## src/rtl/cpu_ctrl_pkg.sv

```systemverilog
// cpu_ctrl_pkg: opcode map, instruction-class indices and FSM/mux enums for the accumulator CPU control.
package cpu_ctrl_pkg;

    localparam int OP_NOP    = 'h00;
    localparam int OP_LDAC   = 'h01;
    localparam int OP_STAC   = 'h02;
    localparam int OP_MVAC   = 'h03;
    localparam int OP_MOVR   = 'h04;
    localparam int OP_JUMP   = 'h05;
    localparam int OP_JMPZ   = 'h06;
    localparam int OP_JPNZ   = 'h07;
    localparam int OP_ALU_LO = 'h08;
    localparam int OP_ALU_HI = 'h0F;
    localparam int OP_HALT   = 'hFF;

    // bit positions of the one-hot instruction class vector
    localparam int C_NOP  = 0;
    localparam int C_LDAC = 1;
    localparam int C_STAC = 2;
    localparam int C_MVAC = 3;
    localparam int C_MOVR = 4;
    localparam int C_JUMP = 5;
    localparam int C_JMPZ = 6;
    localparam int C_JPNZ = 7;
    localparam int C_ALU  = 8;
    localparam int C_HALT = 9;
    localparam int NCLS   = 10;

    typedef enum logic [3:0] {
        S_FETCH_A, S_DECODE, S_ALU, S_MVAC, S_MOVR, S_HALT,
        S_SKIP, S_ADDR, S_JMP, S_RD, S_LDDR, S_WR
    } state_t;

    typedef enum logic [1:0] {AC_ALU = 2'd0, AC_DR = 2'd1, AC_R = 2'd2} ac_sel_t;

endpackage

```

## src/rtl/op_decode.sv

```systemverilog
// op_decode: combinational opcode to one-hot instruction class; no class hit means illegal.
module op_decode
    import cpu_ctrl_pkg::*;
#(
    parameter int OP_W = 8
) (
    input  logic [OP_W-1:0] i_opcode,
    output logic [NCLS-1:0] o_cls,
    output logic            o_illegal
);

    always_comb begin
        o_cls         = '0;
        o_cls[C_NOP]  = i_opcode == OP_W'(OP_NOP);
        o_cls[C_LDAC] = i_opcode == OP_W'(OP_LDAC);
        o_cls[C_STAC] = i_opcode == OP_W'(OP_STAC);
        o_cls[C_MVAC] = i_opcode == OP_W'(OP_MVAC);
        o_cls[C_MOVR] = i_opcode == OP_W'(OP_MOVR);
        o_cls[C_JUMP] = i_opcode == OP_W'(OP_JUMP);
        o_cls[C_JMPZ] = i_opcode == OP_W'(OP_JMPZ);
        o_cls[C_JPNZ] = i_opcode == OP_W'(OP_JPNZ);
        o_cls[C_ALU]  = i_opcode >= OP_W'(OP_ALU_LO) && i_opcode <= OP_W'(OP_ALU_HI);
        o_cls[C_HALT] = i_opcode == OP_W'(OP_HALT);
        o_illegal     = ~|o_cls;
    end

endmodule

```

## src/rtl/mc_sequencer.sv

```systemverilog
// mc_sequencer: multicycle control FSM for the accumulator CPU with req/ready memory handshake,
// parametrised address-operand bytes, HALT, sticky illegal-opcode flag and run gating.
module mc_sequencer
    import cpu_ctrl_pkg::*;
#(
    parameter int ADDR_BYTES = 2,
    parameter int OP_W       = 8
) (
    input  logic                  clk,
    input  logic                  reset,
    input  logic                  run,
    input  logic [OP_W-1:0]       opcode,
    input  logic                  z,
    input  logic                  mem_ready,
    output logic                  mem_req,
    output logic                  mem_we,
    output logic                  sel_addr,
    output logic                  pc_inc,
    output logic                  pc_load,
    output logic                  ir_we,
    output logic                  dr_we,
    output logic [ADDR_BYTES-1:0] addr_we,
    output logic                  ac_we,
    output logic                  r_we,
    output logic                  z_we,
    output logic [1:0]            sel_ac,
    output logic                  halted,
    output logic                  illegal
);

    localparam int CW = $clog2(ADDR_BYTES + 1);
    localparam logic [CW-1:0] LAST = CW'(ADDR_BYTES - 1);

    state_t          r_state, w_next;
    logic [CW-1:0]   r_cnt, w_cnt_nxt;
    logic            r_pend, w_pend_nxt;
    logic            r_illegal, w_set_ill;
    logic [NCLS-1:0] w_cls;
    logic            w_ill;
    ac_sel_t         w_sel_ac;

    op_decode #(.OP_W(OP_W)) u_dec (
        .i_opcode  (opcode),
        .o_cls     (w_cls),
        .o_illegal (w_ill)
    );

    always_ff @(posedge clk or posedge reset) begin
        if (reset) begin
            r_state   <= S_FETCH_A;
            r_cnt     <= '0;
            r_pend    <= 1'b0;
            r_illegal <= 1'b0;
        end else begin
            r_state   <= w_next;
            r_cnt     <= w_cnt_nxt;
            r_pend    <= w_pend_nxt;
            r_illegal <= r_illegal | w_set_ill;
        end
    end

    always_comb begin
        w_next     = r_state;
        w_cnt_nxt  = r_cnt;
        w_pend_nxt = 1'b0;
        w_set_ill  = 1'b0;
        mem_req    = 1'b0;
        mem_we     = 1'b0;
        sel_addr   = 1'b0;
        pc_inc     = 1'b0;
        pc_load    = 1'b0;
        ir_we      = 1'b0;
        dr_we      = 1'b0;
        addr_we    = '0;
        ac_we      = 1'b0;
        r_we       = 1'b0;
        z_we       = 1'b0;
        w_sel_ac   = AC_ALU;
        halted     = 1'b0;
        case (r_state)
            S_FETCH_A: begin
                // once issued, a fetch stays requested even if run drops; reset kills it at once
                mem_req    = (run | r_pend) & ~reset;
                ir_we      = mem_req & mem_ready;
                pc_inc     = ir_we;
                w_pend_nxt = mem_req & ~mem_ready;
                if (ir_we) w_next = S_DECODE;
            end
            S_DECODE: begin
                w_cnt_nxt = '0;
                if (w_cls[C_NOP] | w_ill) begin
                    w_set_ill = w_ill;
                    w_next    = S_FETCH_A;
                end
                else if (w_cls[C_HALT]) w_next = S_HALT;
                else if (w_cls[C_ALU])  w_next = S_ALU;
                else if (w_cls[C_MVAC]) w_next = S_MVAC;
                else if (w_cls[C_MOVR]) w_next = S_MOVR;
                else if ((w_cls[C_JMPZ] & ~z) | (w_cls[C_JPNZ] & z)) w_next = S_SKIP;
                else if (w_cls[C_LDAC] | w_cls[C_STAC] | w_cls[C_JUMP] | w_cls[C_JMPZ] | w_cls[C_JPNZ])
                    w_next = S_ADDR;
            end
            S_ADDR: begin
                mem_req = 1'b1;
                if (mem_ready) begin
                    addr_we   = ADDR_BYTES'(1) << r_cnt;
                    pc_inc    = 1'b1;
                    w_cnt_nxt = r_cnt + CW'(1);
                    if (r_cnt == LAST) w_next = w_cls[C_LDAC] ? S_RD : w_cls[C_STAC] ? S_WR : S_JMP;
                end
            end
            S_SKIP: begin
                pc_inc    = 1'b1;
                w_cnt_nxt = r_cnt + CW'(1);
                if (r_cnt == LAST) w_next = S_FETCH_A;
            end
            S_JMP: begin
                pc_load = 1'b1;
                w_next  = S_FETCH_A;
            end
            S_RD: begin
                mem_req  = 1'b1;
                sel_addr = 1'b1;
                dr_we    = mem_ready;
                if (mem_ready) w_next = S_LDDR;
            end
            S_LDDR: begin
                ac_we    = 1'b1;
                w_sel_ac = AC_DR;
                w_next   = S_FETCH_A;
            end
            S_WR: begin
                mem_req  = 1'b1;
                mem_we   = 1'b1;
                sel_addr = 1'b1;
                if (mem_ready) w_next = S_FETCH_A;
            end
            S_ALU: begin
                ac_we  = 1'b1;
                z_we   = 1'b1;
                w_next = S_FETCH_A;
            end
            S_MVAC: begin
                r_we   = 1'b1;
                w_next = S_FETCH_A;
            end
            S_MOVR: begin
                ac_we    = 1'b1;
                w_sel_ac = AC_R;
                w_next   = S_FETCH_A;
            end
            S_HALT: halted = 1'b1;
            default: w_next = S_FETCH_A;
        endcase
    end

    assign sel_ac  = w_sel_ac;
    assign illegal = r_illegal;

endmodule
```

## config.mk

```make
export PLATFORM = sky130hd
export DESIGN_NAME = mc_sequencer
export DESIGN_NICKNAME = d
export VERILOG_FILES = /design/src/rtl/cpu_ctrl_pkg.sv /design/src/rtl/op_decode.sv /design/src/rtl/mc_sequencer.sv
export SDC_FILE = /design/constraint.sdc
export NUM_CORES = 1
export LEC_CHECK = 0
export BUFFER_PORTS_ARGS = -buffer_cell sky130_fd_sc_hd__buf_2
export CORE_MARGIN = 3
export CORE_UTILIZATION = 47
export DETAILED_ROUTE_END_ITERATION = 8
export PLACE_DENSITY = 0.75
export SLEW_MARGIN = 10
export SYNTH_ARGS = -nofsm -noshare
export SYNTH_HDL_FRONTEND = slang
export SYNTH_SLANG_ARGS = --single-unit
```

## constraint.sdc

```tcl
create_clock -name clk -period 2.38 [get_ports clk]
set_clock_uncertainty 0.2 [all_clocks]
set_input_delay 0 -clock clk [delete_from_list [all_inputs] [get_ports clk]]
set_output_delay 0 -clock clk [all_outputs]
set_load 0.1 [all_outputs]
```

* Word level (Yosys, flattened, before mapping) *
Cells that the tools add are included.

word-level totals
  output and inout bits = 16
  word-level logic and storage cells = 99
  bits in registers = 8
  bits of input ports = 13

cells by class
  bitwise logic cells = 17
  equal/unequal tests = 27
  multiplexer cells = 36
  $lt $le $gt $ge = 2
  shift operators = 1
  reductions and logical operators = 11
  add/sub/neg operators = 1

operator list
  cell                                                                     count
  4-bit 2-to-1 mux                                                         13
  8-bit by 3-bit == test with 1-bit output, second input constant          4
  4-bit case mux with 7 select lines                                       1
  4-bit by 3-bit == test with 1-bit output, second input constant          4
  4-bit == test, second input constant                                     4
  8-bit by 2-bit == test with 1-bit output, second input constant          2
  1-bit 2-to-1 mux                                                         13
  2-bit inequality test, second input constant                             6
  2-bit 2-to-1 mux                                                         5
  10-bit OR reduction                                                      1
  4-bit by 2-bit == test with 1-bit output, second input constant          2
  8-bit by 1-bit == test with 1-bit output, second input constant          1
  8-bit == test, second input constant                                     1
  8-bit by 4-bit >= comparator with 1-bit output, second input constant    1
  8-bit by 4-bit <= comparator with 1-bit output, second input constant    1
  8-bit zero test                                                          1
  8-bit by 4-bit inequality test with 1-bit output, second input constant  1
  1-bit OR                                                                 8
  8-bit AND reduction                                                      1
  2-bit case mux with 3 select lines                                       1
  3-bit OR reduction                                                       2
  1-bit bitwise AND                                                        5
  4-bit by 1-bit == test with 1-bit output, second input constant          1
  4-bit zero test                                                          1
  other kinds (12)                                                         15

* Logic depth before layout (Yosys ltp) *
  depth after elaboration = 13
  gate-level depth with buffers = 6
  depth with buffers taken out = 6

* Cells and area by module *
A second synthesis with hierarchy kept.

unflattened totals
  cells, all modules = 119
  area, all modules = 850.8 um^2

modules (own cells, without submodules)
  module        cells each  instances  sequential area each (um^2)  area an instance (um^2)
  mc_sequencer  98          1          200.2                        726.9
  op_decode     21          1          0.0                          123.9

* Worst setup path after synthesis *
No wires, ideal clock.

  path type = flip-flop to output port
  from = register r_state[0]
  to = output port r_we
  data required time = 2.180 ns
  cell stages (with the launch flop) = 4
  buffers on the path = 1
  arrival time = 2.888 ns
  slack = -0.708 ns
  path through = dfrtp_1 clkbuf_1 nand2_1 nor3_1

on the way
  longest elaborated chain between the ends = 2

ends and longest elaborated chain
  element                                   line                text
  start: declaration                        mc_sequencer.sv:34  state_t r_state, w_next;
  start signal: assignment                  mc_sequencer.sv:55  r_state <= w_next;
  4-bit by 2-bit == test with 1-bit output  mc_sequencer.sv:80  case (r_state)
  1-bit 2-to-1 mux                          mc_sequencer.sv:80
  end: declaration                          mc_sequencer.sv:24  output logic r_we,

Every way passes these cells.

* Worst setup path after layout *
  from = register r_state[1]
  to = output port pc_inc

on the way
  longest elaborated chain between the ends = 2
  elaborated cells on any way between the ends = 4
  those cells by class = 2 x eq/ne; 1 x mux; 1 x reduce/logical

ends and longest elaborated chain
  element                                                                             line                text
  4-bit by 3-bit == test with 1-bit output / 4-bit zero test (equally long branches)  mc_sequencer.sv:80
  1-bit case mux with 3 select lines *                                                mc_sequencer.sv:80
  end: declaration                                                                    mc_sequencer.sv:18  output logic pc_inc,

Mark *: on every way between the ends. The rest lies on a longest branch, timed or not.

==> summary.txt <==
Power
  – Max VDD drop: about 0.00047 V
  – Pwr Density: roughly 510 mW/mm^2
  – Leak Pwr: between 0.4 and 0.5 nW

Synth
  – Syn Inst Count: about 110
  – Synth top area cells: dfrtp_1, nor3_1, nor2_1
  – Yosys top cell area share: a little over a quarter
  – Mean Syn Cell Area: ~7.1 um^2
  – Synth area leader: dfrtp_1
  – Sequential share of the synthesized area: 26.1%
  – Most frequent cells after synthesis: nor2_1, nor3_1, nand2_1
  – Most frequent cell after synthesis: nor2_1
  – Warnings, synthesis: 0
  – Net Count, Synth: about 120
  – FF+latch count, synth: 8
  – Ys flop type: dfrtp_1
  – Number of synthesized flops with an enable pin: 0
  – Async SR Flop Fraction: 100%
  – Post-synth cell types: 35
  – Synth Cell Area: roughly 770 um^2

Timing
  – Worst hold margin: 0.0339 ns
  – Slew @ Worst Pin: 0.491 ns
  – Min cycle time layout: between 2 and 2.5 ns
  – Relative slew slack: between 60% and 70%
  – Setup violators final: 0
  – Sum Neg Setup Slack: 0 ns
  – Fin crit share: 96.8%
  – PnR worst setup slack: 0.0770 ns
  – Count of pins over their slew limit: 0
  – Fin. Hold Viols: 0
  – Fmax achieved: 0.434 GHz

Placed design
  – GPL Wtd Cong: 0.875
  – HPWL Detailed: roughly 1.6 mm
  – I/O Buffers: 28
  – Place WS: 0.271 ns

Clock network
  – Worst-path clk slew: roughly 0.060 ns
  – TritonCTS clock tree: built
  – Max H-tree Level: 1
  – Clk sinks: 8
  – Clock Latency Late Sink: around 0.26 ns
  – Deepest clock path buffer count: 2
  – CTS Buf Count: 3
  – CTS root buf: clkbuf_4

Worst setup path
  – Critical path launch point type: register
  – FF-to-FF path depth: 5
  – CP endpoint kind: output pin
  – Arr. time, crit path: about 2.1 ns
  – CP max FO: 10
  – Critical Path RT: about 2.2 ns
  – WS Path Type: reg2out
  – R2R Setup Slk: ~0.14 ns

Global routing
  – Vias in the first global route: between 800 and 900
  – First-pass GRT wire length: about 3.6 mm
  – Total Routing Usage GR: around a quarter
  – Initial antenna violation count: 0
  – Global route overflow: 0
  – Largest net degree at the start of global routing: 19

Die
  – Core area: 0.00142 mm^2
  – Standard-cell row count: 13
  – Die Area: approximately 0.0022 mm^2
  – Initial Util: approximately 54%
  – Die Span Y: 46.4 um
  – Die Span X: 46.4 um
  – # IOs: 29

Final layout
  – ANT cells: 0
  – Nets: roughly 160
  – Filler cells: approximately 110
  – Ratio of cells with drive above 1 in the final layout: 35.0%
  – Area growth, synth to finish: 41.9%

Route
  – Vias/cell: about 6
  – Post-Route WL: around 2.3 mm
  – TritonRoute pass-1 iters: 4
  – Wire per inst: around 15 um
  – Final ANT Viol Nets: 0
  – DR DRC count: 0
  – DRT iter0 DRCs: 32
  – Vias: ~930

Outcome
  – Status: completed

Job
  – Max-cap violations: 0

Hold path
  – Worst hold path type: in2async
cell families after synthesis:
| logic type | share of synthesized area (%) |
|---|---|
| buffers and inverters | 8.31 |
| AND/OR/NAND/NOR | 38.3 |
| multiplexers | 2.77 |
| AO/OA/AOI/OAI | 20.2 |
| adder cells (fa/ha/maj) | 3.26 |
| flip-flops | 26.1 |
| XOR/XNOR | 1.14 |
worst max-delay path: stages (launching register included):
cell,delay [ns]
dfrtp_2,0.46
buf_4,0.19
or4_1,0.52
nand2b_2,0.27
a21oi_2,0.21
buf_12,0.19
area by class of cell:
class / instances / area, um^2 / share of cell area, %
inverter: 8 / 30.0 / 2.76
timing repair buffer: 37 / 270 / 24.8
tap: 15 / 18.8 / 1.72
sequential: 8 / 204 / 18.7
multi-input combinational: 84 / 544 / 49.9
clock buffer: 3 / 22.5 / 2.07
power breakdown:
| group | internal, mW | leakage, nW | switching (mW) |
|---|---|---|---|
| Combinational | 0.101 | 0.376 | 0.173 |
| Sequential | 0.148 | 0.100 | 0.0258 |
| Clock | 0.0578 | 0.0138 | 0.0471 |
| Total | 0.307 | 0.490 | 0.246 |
layer usage:
metal  share of wire (%)  global-route usage (%)  wire length [um]  up-vias
met4                 1.5                    9.09                35        0
met2                  52                    40.1              1200       39
li1                    -                       -                 -      455
met1                  40                    28.7               931      431
met3                 6.8                    7.03               159        4
met5                   0                       0                 0        -
final timing paths:
check / startpoint / endpoint
setup reg to reg: r_state[3]$_DFFE_PP0P_ / r_state[2]$_DFFE_PP0P_
max in group asynchronous: reset / r_state[0]$_DFFE_PP0P_
hold reg to reg: illegal$_DFF_PP0_ / illegal$_DFF_PP0_
min in group clk: opcode[4] / illegal$_DFF_PP0_
hold / removal: reset / r_state[3]$_DFFE_PP0P_
setup / recovery: r_state[1]$_DFFE_PP0P_ / pc_inc
cell usage in the layout (no fill, tap or decap), drive strengths merged, types with 3 or more instances in the layout:
cell	n
a21oi	5
a31oi	4
buf	30
clkbuf	3
dfrtp	8
dlygate4sd3	7
inv	8
nand2	10
nand2b	4
nand3	3
nand4	3
nor2	14
nor3	11
o21ai	4
or4	4
registers in the layout, indices dropped and copies added, names as in the netlist:
signal   count
r_pend       1
r_state      4
r_cnt        2
illegal      1
stage by stage:
| stage | utilization, % | power, mW | instance area, um^2 | cells |
|---|---|---|---|---|
| 2_1_floorplan | - | 0.343 | 795 | 108 |
| 3_3_place_gp | 69.2 | 0.424 | 980 | 145 |
| 3_5_place_dp | 69.2 | 0.429 | 980 | 145 |
| 4_1_cts | 75.8 | 0.542 | 1070 | 155 |
| 5_1_grt | 77.0 | 0.579 | 1090 | 155 |
| 6_report | 77.0 | 0.553 | 1090 | 155 |
repair_timing:
item	CTS	global route
hold endpoints to repair	13	0
hold buffers	7	0
setup endpoints to repair	0	3
gates resized for setup	0	6
setup buffers	0	0
Power figures use the tool's default switching activity.
